--- src/rtl/mult_div_sequencer_if.sv ---
// rtl/mult_div_sequencer_if.sv - request/result bundle for the HI/LO multiply-divide sequencer
interface mult_div_sequencer_if;
    logic        start;
    logic [1:0]  op;
    logic [31:0] rs_data;
    logic [31:0] rt_data;
    logic        flush;
    logic        busy;
    logic        stall;
    logic        done;
    logic [31:0] hi;
    logic [31:0] lo;

    modport master (
        output start, op, rs_data, rt_data, flush,
        input  busy, stall, done, hi, lo
    );

    modport slave (
        input  start, op, rs_data, rt_data, flush,
        output busy, stall, done, hi, lo
    );
endinterface

--- src/rtl/mult_div_sequencer.sv ---
// rtl/mult_div_sequencer.sv - radix-2 MULT/MULTU/DIV/DIVU sequencer with HI/LO, optional MULDIV_EARLY_OUT_EN
module mult_div_sequencer (
    input  logic               clk,
    input  logic               rst_n,
    mult_div_sequencer_if.slave bus
);
    typedef enum logic [2:0] {
        S_IDLE = 3'd0,
        S_PREP = 3'd1,
        S_RUN  = 3'd2,
        S_FIX  = 3'd3,
        S_DONE = 3'd4
    } state_t;

    state_t      state, state_nx;
    logic [1:0]  op_q;
    logic [31:0] rs_q, rt_q;
    logic [31:0] a_mag;      // multiplicand (mult) or divisor (div) magnitude
    logic [63:0] p_q;        // mult: {partial, multiplier}; div: {remainder, quotient}
    logic [5:0]  cnt;
    logic        neg_res;    // product / quotient must be negated
    logic        neg_rem;    // remainder takes a negative dividend's sign
    logic        early_q;    // multiply ends after 16 iterations
    logic [31:0] hi_q, lo_q;

    logic        accept;
    logic        last_iter;
    logic        is_div;
    logic [63:0] p_step;
    logic [32:0] mul_sum;
    logic [32:0] rem_sh;
    logic [32:0] diff;
    logic [63:0] prod;
    logic [31:0] fix_hi, fix_lo;
    logic        sgn_op;
    logic [31:0] rs_mag, rt_mag;

    function automatic logic [31:0] abs32(input logic [31:0] v);
        return v[31] ? (~v + 32'd1) : v;
    endfunction

    assign is_div    = op_q[1];
    assign sgn_op    = ~op_q[0];
    assign rs_mag    = sgn_op ? abs32(rs_q) : rs_q;
    assign rt_mag    = sgn_op ? abs32(rt_q) : rt_q;
    assign accept    = (state == S_IDLE) && bus.start && !bus.flush;
    assign last_iter = (cnt == 6'd31) || (early_q && (cnt == 6'd15));

    assign bus.busy  = (state != S_IDLE);
    assign bus.stall = bus.busy || (bus.start && (state == S_IDLE));
    assign bus.done  = (state == S_DONE);
    assign bus.hi    = hi_q;
    assign bus.lo    = lo_q;

    // State register
    always_ff @(posedge clk or negedge rst_n) begin
        if (!rst_n) begin
            state <= S_IDLE;
        end else begin
            state <= state_nx;
        end
    end

    // Next-state: flush aborts any non-IDLE state and blocks a same-cycle start
    always_comb begin
        state_nx = state;
        if (bus.flush) begin
            state_nx = S_IDLE;
        end else begin
            case (state)
                S_IDLE:  if (bus.start) state_nx = S_PREP;
                S_PREP:  state_nx = S_RUN;
                S_RUN:   if (last_iter) state_nx = S_FIX;
                S_FIX:   state_nx = S_DONE;
                S_DONE:  state_nx = S_IDLE;
                default: state_nx = S_IDLE;
            endcase
        end
    end

    // One radix-2 step: shift-add multiply or restoring shift-subtract divide
    always_comb begin
        mul_sum = {1'b0, p_q[63:32]} + (p_q[0] ? {1'b0, a_mag} : 33'd0);
        rem_sh  = {p_q[63:32], p_q[31]};
        diff    = rem_sh - {1'b0, a_mag};
        if (is_div) begin
            if (!diff[32]) p_step = {diff[31:0], p_q[30:0], 1'b1};
            else           p_step = {rem_sh[31:0], p_q[30:0], 1'b0};
        end else begin
            p_step = {mul_sum, p_q[31:1]};
        end
    end

    // Sign fix-up and HI/LO selection; a 16-step multiply leaves the product 16 bits high
    always_comb begin
        prod   = early_q ? {16'd0, p_q[63:16]} : p_q;
        fix_hi = 32'd0;
        fix_lo = 32'd0;
        if (!is_div) begin
            if (neg_res) prod = -prod;
            fix_hi = prod[63:32];
            fix_lo = prod[31:0];
        end else if (rt_q == 32'd0) begin
            fix_hi = rs_q;
            fix_lo = 32'hFFFF_FFFF;
        end else begin
            fix_lo = neg_res ? -p_q[31:0]  : p_q[31:0];
            fix_hi = neg_rem ? -p_q[63:32] : p_q[63:32];
        end
    end

    // Operand latch, iteration datapath and HI/LO write on the FIX->DONE edge
    always_ff @(posedge clk or negedge rst_n) begin
        if (!rst_n) begin
            op_q    <= 2'd0;
            rs_q    <= 32'd0;
            rt_q    <= 32'd0;
            a_mag   <= 32'd0;
            p_q     <= 64'd0;
            cnt     <= 6'd0;
            neg_res <= 1'b0;
            neg_rem <= 1'b0;
            early_q <= 1'b0;
            hi_q    <= 32'd0;
            lo_q    <= 32'd0;
        end else begin
            case (state)
                S_IDLE: begin
                    if (accept) begin
                        op_q <= bus.op;
                        rs_q <= bus.rs_data;
                        rt_q <= bus.rt_data;
                    end
                end
                S_PREP: begin
                    cnt     <= 6'd0;
                    neg_res <= sgn_op && (rs_q[31] ^ rt_q[31]);
                    neg_rem <= sgn_op && rs_q[31];
                    if (is_div) begin
                        a_mag <= rt_mag;
                        p_q   <= {32'd0, rs_mag};
                    end else begin
                        a_mag <= rs_mag;
                        p_q   <= {32'd0, rt_mag};
                    end
`ifdef MULDIV_EARLY_OUT_EN
                    early_q <= !is_div && (rt_mag[31:16] == 16'd0);
`else
                    early_q <= 1'b0;
`endif
                end
                S_RUN: begin
                    p_q <= p_step;
                    cnt <= cnt + 6'd1;
                end
                S_FIX: begin
                    if (!bus.flush) begin
                        hi_q <= fix_hi;
                        lo_q <= fix_lo;
                    end
                end
                default: ;
            endcase
        end
    end
endmodule
--- src/flat_wrapper.sv ---
// flat-port wrapper written by rule: the top's interface ports become plain ports
module mult_div_sequencer_flat 
  (clk, rst_n, bus_start, bus_op, bus_rs_data, bus_rt_data, bus_flush, bus_busy, bus_stall, bus_done, bus_hi, bus_lo);
  mult_div_sequencer_if bus_i ();
  input  logic clk;
  input  logic rst_n;
  input wire logic [$bits(bus_i.start)-1:0] bus_start;
  input wire logic [$bits(bus_i.op)-1:0] bus_op;
  input wire logic [$bits(bus_i.rs_data)-1:0] bus_rs_data;
  input wire logic [$bits(bus_i.rt_data)-1:0] bus_rt_data;
  input wire logic [$bits(bus_i.flush)-1:0] bus_flush;
  output wire logic [$bits(bus_i.busy)-1:0] bus_busy;
  output wire logic [$bits(bus_i.stall)-1:0] bus_stall;
  output wire logic [$bits(bus_i.done)-1:0] bus_done;
  output wire logic [$bits(bus_i.hi)-1:0] bus_hi;
  output wire logic [$bits(bus_i.lo)-1:0] bus_lo;
  assign bus_i.start = bus_start;
  assign bus_i.op = bus_op;
  assign bus_i.rs_data = bus_rs_data;
  assign bus_i.rt_data = bus_rt_data;
  assign bus_i.flush = bus_flush;
  assign bus_busy = bus_i.busy;
  assign bus_stall = bus_i.stall;
  assign bus_done = bus_i.done;
  assign bus_hi = bus_i.hi;
  assign bus_lo = bus_i.lo;
  mult_div_sequencer u_core (.clk(clk), .rst_n(rst_n), .bus(bus_i));
endmodule
--- config.mk ---
export PLATFORM = sky130hd
export DESIGN_NAME = mult_div_sequencer_flat
export DESIGN_NICKNAME = d
export VERILOG_FILES = /design/src/rtl/mult_div_sequencer_if.sv /design/src/rtl/mult_div_sequencer.sv /design/src/flat_wrapper.sv
export SDC_FILE = /design/constraint.sdc
export NUM_CORES = 1
export LEC_CHECK = 0
export ABC_AREA = 1
export BUFFER_PORTS_ARGS = -buffer_cell sky130_fd_sc_hd__buf_2
export CAP_MARGIN = 10
export CORE_MARGIN = 2
export CORE_UTILIZATION = 30
export DETAILED_ROUTE_END_ITERATION = 10
export SETUP_SLACK_MARGIN = 0.05
export SYNTH_ARGS = -nofsm -noshare
export SYNTH_HDL_FRONTEND = slang
export SYNTH_SLANG_ARGS = --single-unit
--- constraint.sdc ---
create_clock -name clk -period 3.1 [get_ports clk]
set_clock_uncertainty 0.15 [all_clocks]
set_input_delay 0.93 -clock clk [delete_from_list [all_inputs] [get_ports clk]]
set_output_delay 0.93 -clock clk [all_outputs]
set_load 0.03 [all_outputs]
# --- Yosys cells after proc, flatten, opt, wreduce, memory -nomap -nowiden ---
# Index checks and enable logic that the tools add are counted.
classes:
  add_sub_neg: 8
  eq_ne: 7
  n_mux: 22
  bitwise: 5
  n_reduce_logical: 13
ops:
  columns: ["cell", "count"]
  rows:
  - ["$mux 32", 13]
  - ["$mux 64", 3]
  - ["$pmux 64 s2", 1]
  - ["$add 32x1->32 const B", 2]
  - ["$neg 32->32", 2]
  - ["$neg 64->64", 1]
  - ["$not 32->32", 2]
  - ["$add 32x33->33", 1]
  - ["$sub 33x32->33", 1]
  - ["$logic_not 32->1", 1]
  - ["$pmux 3 s4", 1]
  - ["$pmux 6 s2", 1]
  - ["$mux 3", 3]
  - ["$add 6x1->6 const B", 1]
  - ["$eq 3x2->1 const B", 2]
  - ["$eq 6x5->1 const B", 1]
  - ["$reduce_and 2->1", 3]
  - ["$logic_and 1x1->1", 4]
  - ["$eq 3x1->1 const B", 1]
  - ["$eq 3x3->1 const B", 1]
  - ["$logic_not 3->1", 1]
  - ["$ne 3x2->1 const B", 1]
  - ["$ne 3x3->1 const B", 1]
  - ["$reduce_bool 3->1", 1]
  - ["other kinds (5)", 6]
totals:
  ff_bits: 237
  inputBits: 70
  output_inout_bits: 67
  word_cells: 66

# --- Longest topological paths before layout ---
# Gate-level depths: netlist of run 1.
logic_depth:
  depth_word: 6
  mapped_depth: 22
  mapped_depth_nobuf: 20

# --- Worst setup path after synthesis of run 1 ---
# OpenSTA, ideal clock, no wires.
synth_timing:
  path_kind: "reg-to-reg"
  from: "register u_core.p_q[0]"
  to: "register u_core.p_q[55]"
  setup_ps: 118
  arrival_ps: 2559
  required_time_ps: 2832
  path_slack_ps: 273
  path_stages_with_launch: 18
  path_buffers: 2
  synth_period_minus_slack_ps: 2827
  path_cell_list: "dfrtp_1 > buf_2 > clkbuf_1 > nand2_1 > inv_1 > ha_1 > inv_1 > fa_1 > inv_1 > nand2_1 > o21ai_0 > inv_1 > o21ai_0 > nand3_1 > nand4_1 > nand3_1 > nand3_1 > nand2_1"
synth_between:
  elab_chain_cells: 4
synth_rtl:
  columns: ["item", "line_no", "rtl"]
  rows:
  - ["start, declared", "mult_div_sequencer.sv:19", "logic [63:0] p_q;"]
  - ["start signal, assigned", "mult_div_sequencer.sv:141", "p_q <= {32'd0, rs_mag};"]
  - ["start signal, assigned", "mult_div_sequencer.sv:144", "p_q <= {32'd0, rt_mag};"]
  - ["start signal, assigned", "mult_div_sequencer.sv:153", "p_q <= p_step;"]
  - ["$mux 32", "mult_div_sequencer.sv:83", "mul_sum = {1'b0, p_q[63:32]} + (p_q[0] ? {1'b0, a_mag} : 33'd0);"]
  - ["$add 32x33->33", "mult_div_sequencer.sv:83", null]
  - ["$mux 64", "mult_div_sequencer.sv:86", "if (is_div) begin"]
  - ["$pmux 64 s2", "mult_div_sequencer.sv:127", "case (state)"]
# No other way between the ends.
# A chain may end at the register's enable or synchronous reset.

# --- Worst setup path in the final report of run 1 ---
layout_timing:
  from: "register u_core.state[2]"
  to: "output bus_stall"
layout_between:
  elab_chain_cells: 3
  word_cells_on_any_way: 4
  classes_between: "4 x reduce/logical"
layout_rtl:
  columns: ["item", "line_no", "rtl"]
  rows:
  - ["start, declared", "mult_div_sequencer.sv:15", "state_t state, state_nx;"]
  - ["start signal, assigned", "mult_div_sequencer.sv:60", "state <= state_nx;"]
  - ["$logic_not 3->1", "mult_div_sequencer.sv:50", "assign bus.stall = bus.busy || (bus.start && (state == S_IDLE));"]
  - ["$logic_and 1x1->1", "mult_div_sequencer.sv:50", null]
  - ["$logic_or 1x1->1 (*)", "mult_div_sequencer.sv:50", null]
  - ["end, declared", "flat_wrapper.sv:13", "output wire logic [$bits(bus_i.stall)-1:0] bus_stall;"]
# Mark *: on every way between the ends. The rest lies on a longest branch, timed or not.

==> impl_metrics.tcl, run 1 <==
set metrics [dict create \
    finalSetupViolations 0 \
    finalCriticalPeriod_ns 2.923 \
    layout.cells.most_common_list "sky130_fd_sc_hd__nand2_1 (1083), sky130_fd_sc_hd__inv_1 (390), sky130_fd_sc_hd__nor2_1 (383)" \
    cts_tree "built" \
    preCtsSetupSlack_ns 0.1099 \
    post-route-util_pct 34.95 \
    cp_data_required_time_ns 2.02 \
    antenna_left 0 \
    cts_buffers 29 \
    p_leak_nw 12.17 \
    final.setup.worst_slack_ns 0.1770 \
    yosys.cell_types.count 56 \
    placeableCoreArea_sq_um 68350 \
    io-pin-count 137 \
    reg2reg_setup_slack_ns 0.24 \
    share_of_the_yosys_chip_area_belonging_to_registers_pct 28.73 \
    max_cap_violations 0 \
    die_h_microns 266.3 \
    first_pass_grt_wire_length_microns 130800 \
    wl_per_cell_microns 20.26 \
    synth_top_cells_by_area "sky130_fd_sc_hd__dfrtp_1 (29%), sky130_fd_sc_hd__nand2_1 (20%), sky130_fd_sc_hd__nand3_1 (8.1%), sky130_fd_sc_hd__inv_1 (7.1%), sky130_fd_sc_hd__nor2_1 (7.0%)" \
    die_area_sq_um 70930 \
    synthesis_to_finish_area_growth_pct 15.71 \
    io_buffer_count 136 \
    async_flop_share_pct 100.0 \
    cts-htree-levels 1 \
    grt_setup_unrepaired "no" \
    crit_start "u_core.state[2]" \
    cts.repair_timing.setup_buffer_count 0 \
    clock_latency_ns 0.60 \
    synthesis.area_sq_um 20640 \
    worstSetupEndpoint "bus_stall" \
    globalplace.congestion 1.023 \
    power_density_relative_to_cell_area_nw_per_um2 1212 \
    dr.first_iter.drc_count 2508 \
    worst_tran_pin_value_ns 0.6900 \
    drcViolationCount 0 \
    pin_count_of_the_biggest_net_entering_global_routing 108 \
    postSynth.topFlopCell "sky130_fd_sc_hd__dfrtp_1" \
    warning_count_from_the_yosys_run 0 \
    grt-ovfl-total 0 \
    r2r-end "u_core.p_q[55]" \
    cp.arrival_ns 1.84 \
    synth_top_cell_by_area "sky130_fd_sc_hd__dfrtp_1" \
    irDropWorstVdd_mv 0.4383 \
    most_common_cell_after_layout_fill_and_taps_aside "sky130_fd_sc_hd__nand2_1" \
    grt.total_usage_pct 24.51 \
    worst_hold_path_type "primary input to async pin" \
    vias 22670 \
    final_layout_size_suffix_gt1_share_pct 11.59 \
    cts.clk_slew.worst_paths_ns 0.06 \
    min_period_over_period_pct 94.29 \
    worstPathMaxFanout 5 \
    share_of_the_synthesized_area_in_the_top_cell_type_pct 28.73 \
    post_layout_net_count 3613 \
    synthesis.area_per_instance_sq_um 6.216 \
    synth_edf_count 0 \
    cts.hold.buffers_added 0 \
    die_wd_microns 266.3 \
    cts_root_buf "sky130_fd_sc_hd__clkbuf_16" \
    floorplan.rows 96 \
    maximum_count_of_clock_buffers_along_a_single_path 3 \
    fin_tns_setup_ns 0 \
    max_slew_violation_count 0 \
    critPathCaptureType "primary output" \
    start_util_pct 30.20 \
    syn-instance-count 3321 \
    drt_first_pass_iters 6 \
    max_clock_freq_ghz 0.3421 \
    via_per_inst 5.178 \
    syn-num-nets 3462 \
    dp_hpwl_microns 72190 \
    reg2reg_depth 14 \
    number_of_global_route_vias_before_repair 20607 \
    crit_type "register to primary output" \
    tritoncts_num_sinks 237 \
    drt-total-wl_microns 88720 \
    outcome "complete, no violations" \
    design_power_mw 28.95 \
    antenna_found_initial 5 \
    rr_startpoint "u_core.p_q[40]" \
    cp-start-kind "register" \
    hold_violations 0 \
    postSynthRegisterBits 237 \
    worst_slew_margin_rel_pct 53.95 \
]
metal layers:
layer  part of all wire [%]  GRT usage [%]
met5                  0.045              0
met4                    4.3          9.171
met3                     10          5.471
met2                     41          35.56
met1                     44          35.17
area by class of cell:
| cell class | count | area [sq um] |
|---|---|---|
| well taps | 882 | 1104 |
| repair buffers | 242 | 1674 |
| diodes | 1 | 2.502 |
| fillers | 7517 | 44460 |
| inverters | 401 | 1510 |
| clock inverters | 18 | 186.4 |
| multi-input cells | 2561 | 12700 |
| clock buffers | 36 | 772.0 |
| flip-flops and latches | 237 | 5937 |
metrics by stage:
stage               instances  hold slack, ns  area [sq um]
finish                   4378         0.09499         23890
CTS                      4377         0.08915         23840
global placement         4323          0.2954         22880
global route             4377          0.1037         23880
floorplan                3321          0.2783         20640
detailed placement       4323          0.3066         22880
critical path: stages, from the launching register on:
cell and delay [ns]:
sky130_fd_sc_hd__dfrtp_1 0.46, sky130_fd_sc_hd__nor2_1 0.21, sky130_fd_sc_hd__nand2_1 0.09, sky130_fd_sc_hd__or2_2 0.30
sky130_fd_sc_hd__buf_2 0.19
cells in the mapped netlist, drive strengths merged, types with 36 or more instances:
cell / instances
nand2: 1095
buf: 57
clkbuf: 65
o21ai: 166
inv: 400
nor2: 398
xor2: 89
ha: 69
a21oi: 182
nand4: 36
dfrtp: 237
nand3: 339
repair_timing:
item	in CTS	in global routing
endpoints found under the setup margin	0	31
hold endpoints to repair	0	0
gates resized for setup	0	14
cell families after synthesis:
family          share of synthesized area, %
fa+ha+maj                              4.376
buf+inv                                9.994
flops                                  28.73
xor+xnor                               4.837
simple gates                           38.98
compound gates                         11.83
mux                                    1.255
registers in the layout, indices dropped and copies added, names as in the netlist:
name and cells:
u_core.bus.hi 32, u_core.state 3, u_core.a_mag 32, u_core.rs_q 32, u_core.op_q 2, u_core.rt_q 32, u_core.cnt 6, u_core.p_q 64
u_core.neg_rem 1, u_core.neg_res 1, u_core.bus.lo 32
worst min path at each step:
| stage | end | cells after the start | slack [ns] |
|---|---|---|---|
| 4_1_cts | u_core.bus.hi[4] | 1 | 0.09 |
| 3_3_place_gp | u_core.state[0] | 1 | 0.30 |
| 3_5_place_dp | u_core.state[0] | 1 | 0.31 |
| 5_1_grt | u_core.bus.hi[3] | 1 | 0.10 |
| 6_report | u_core.bus.lo[19] | 1 | 0.09 |
| 2_1_floorplan | u_core.state[0] | 1 | 0.28 |
where the power goes:
part           total [mW]  internal (mW)  leakage (nW)  switching (mW)
registers            6.10           4.38          2.85            1.72
clock network        3.50           1.96         0.458            1.54
logic                19.4           6.06          8.86            13.3
(Power assumes the default switching activity.)
==> run 2, diff against run 1 <==
==> constraint.sdc (replaced) <==
create_clock -name clk -period 3.1 [get_ports clk]
set_clock_uncertainty 0.15 [all_clocks]
set_input_delay 0.155 -clock clk [delete_from_list [all_inputs] [get_ports clk]]
set_output_delay 0.155 -clock clk [all_outputs]
set_load 0.03 [all_outputs]
==> impl_metrics.tcl, run 2 (synthesis gave the netlist of run 1 again) <==
set metrics [dict create \
    layout.cells.most_common_list "sky130_fd_sc_hd__nand2_1 (1083), sky130_fd_sc_hd__inv_1 (390), sky130_fd_sc_hd__nor2_1 (384)" \
    die_wd_microns 266.3 \
    crit_type "register to register" \
    start_util_pct 30.20 \
    dp_cells 4324 \
    first_pass_grt_wire_length_microns 132100 \
    clock_latency_ns 0.61 \
    max_cap_violations 0 \
    count_of_placed_standard_cells_in_the_final_layout_fillers_left_out 4450 \
    grt_setup_unrepaired "yes" \
    pin_count_of_the_biggest_net_entering_global_routing 71 \
    most_common_cell_after_layout_fill_and_taps_aside "sky130_fd_sc_hd__nand2_1" \
    cts.clk_slew.worst_paths_ns 0.06 \
    diodes 0 \
    cts_buffers 30 \
    cts-htree-levels 1 \
    p_leak_nw 12.48 \
    multi_input_area_sq_um 12670 \
    antenna_left 0 \
    irDropWorstVdd_mv 0.5534 \
    cp.arrival_ns 3.23 \
    max_clock_freq_ghz 0.3440 \
    placeableCoreArea_sq_um 68350 \
    largest-register "u_core.p_q" \
    final_layout_size_suffix_gt1_share_pct 11.27 \
    outcome "complete, no violations" \
    die_area_sq_um 70930 \
    worstPathMaxFanout 34 \
    fin_tns_setup_ns 0 \
    maximum_count_of_clock_buffers_along_a_single_path 3 \
    share_clk_of_total_power_pct 12.5 \
    grt.total_usage_pct 24.58 \
    min_period_over_period_pct 93.79 \
    cts_root_buf "sky130_fd_sc_hd__clkbuf_16" \
    dr.first_iter.drc_count 2565 \
    vias 22854 \
    cp-start-kind "register" \
    worst_hold_path_type "primary input to register" \
    layout.filler_cells 7411 \
    cts.repair_timing.setup_buffer_count 0 \
    max_slew_violation_count 0 \
    critPathCaptureType "register" \
    post_layout_net_count 3686 \
    power_switching_share_pct 57.01 \
    finalCriticalPeriod_ns 2.907 \
    drt_first_pass_iters 6 \
    tritoncts_num_sinks 237 \
    post-route-util_pct 35.93 \
    floorplan.rows 96 \
    netsw_mw 16.57 \
    layout.area.seq_sq_um 5936 \
    io_buffer_count 136 \
    p_comb_share_pct 66.7 \
    worst_tran_pin_value_ns 0.9529 \
    dp_hpwl_microns 71280 \
    globalplace.congestion 1.027 \
    drcViolationCount 0 \
    io-pin-count 137 \
    antenna_found_initial 5 \
    die_h_microns 266.3 \
    power_density_relative_to_cell_area_nw_per_um2 1184 \
    power.share.sequential_pct 20.7 \
    cts_tree "built" \
    via_per_inst 5.136 \
    drt-total-wl_microns 89170 \
    wl_per_cell_microns 20.04 \
    hold_violations 0 \
    number_of_global_route_vias_before_repair 20928 \
    largest_register_ff_count 64 \
    synthesis_to_finish_area_growth_pct 18.94 \
    worst_slew_margin_rel_pct 36.26 \
    power_report.internal_total_mw 12.49 \
    cp_data_required_time_ns 3.42 \
    grt-ovfl-total 0 \
    finalSetupViolations 0 \
]
## run 2: cell count changes in the layout (fill, tap and decap cells not counted), sizes merged, moves of 2 or more
cell	delta
dlygate4sd3	+71
clkinv	+4
clkbuf	-2
clkinvlp	-3
## run 2: path summary, 6_finish.rpt
path                                      to  slack [ns]  cells past startpoint             from
max                           u_core.p_q[59]        0.19                     16    u_core.p_q[0]
min                          u_core.rs_q[23]        0.16                      3  bus_rs_data[23]
max reg2reg                   u_core.p_q[59]        0.19                     16    u_core.p_q[0]
min reg2reg                  u_core.state[0]        0.31                      1  u_core.state[0]
max in group asynchronous  u_core.bus.hi[29]        0.64                      4            rst_n
min in group asynchronous  u_core.bus.hi[25]        0.49                      3            rst_n
## run 2: critical path: stages (launching register included)
cell	delay [ns]
sky130_fd_sc_hd__dfrtp_1	0.39
sky130_fd_sc_hd__buf_12	0.24
sky130_fd_sc_hd__nand2_1	0.13
sky130_fd_sc_hd__fa_1	0.42
sky130_fd_sc_hd__inv_1	0.09
sky130_fd_sc_hd__nand2_1	0.07
sky130_fd_sc_hd__o21ai_1	0.23
sky130_fd_sc_hd__buf_4	0.17
sky130_fd_sc_hd__nand2_1	0.06
sky130_fd_sc_hd__nand3_1	0.17
sky130_fd_sc_hd__nand3_1	0.12
sky130_fd_sc_hd__nand3_1	0.10
sky130_fd_sc_hd__nand2_1	0.05
sky130_fd_sc_hd__nor2_1	0.18
sky130_fd_sc_hd__nor2_1	0.07
sky130_fd_sc_hd__nand2_1	0.07
sky130_fd_sc_hd__nand2_1	0.05
## run 2: per-stage QoR
stage / area (sq um) / power (mW) / hold slack, ns / setup WS [ns]
after floorplan: 20640 / 18.08 / -0.2906 / 0.2732
after global placement: 22810 / 24.70 / -0.004470 / 0.1608
after detailed placement: 22810 / 24.68 / -0.004214 / 0.1750
after CTS: 24520 / 28.51 / 0.1394 / 0.1069
after global routing: 24550 / 31.14 / 0.1758 / 0.03245
final: 24550 / 29.06 / 0.1594 / 0.1927
## run 2: power by group through the flow
| stage | combinational (mW) | clock [mW] | sequential (mW) |
|---|---|---|---|
| 2_1_floorplan | 11.9 | 0 | 6.15 |
| 3_3_place_gp | 18.7 | 0 | 5.97 |
| 3_5_place_dp | 18.7 | 0 | 5.98 |
| 4_1_cts | 18.9 | 3.69 | 5.93 |
| 5_1_grt | 21.2 | 3.81 | 6.13 |
| 6_report | 19.4 | 3.64 | 6.03 |
## run 2: repair_timing
action | 4_1_cts | 5_1_grt
setup endpoints to repair | 0 | 33
hold buffers | 71 | 0
resized for setup | 0 | 11
hold endpoints to repair | 328 | 0
## run 2: layout make-up
class | instances | area share, %
Clock buffer | 34 | 3.119
Multi-Input combinational cell | 2561 | 51.62
Timing Repair Buffer | 314 | 9.468
Tap cell | 882 | 4.495
Sequential cell | 237 | 24.17
Inverter | 401 | 6.161
Clock inverter | 21 | 0.9631
## run 2: metal layers
metal	up-vias	part of all wire (%)	GRT usage, %
met5	-	0.020	0
met4	4	4.1	8.670
met3	158	10	5.148
met2	1028	42	36.55
met1	10585	44	34.98
li1	11079	-	-
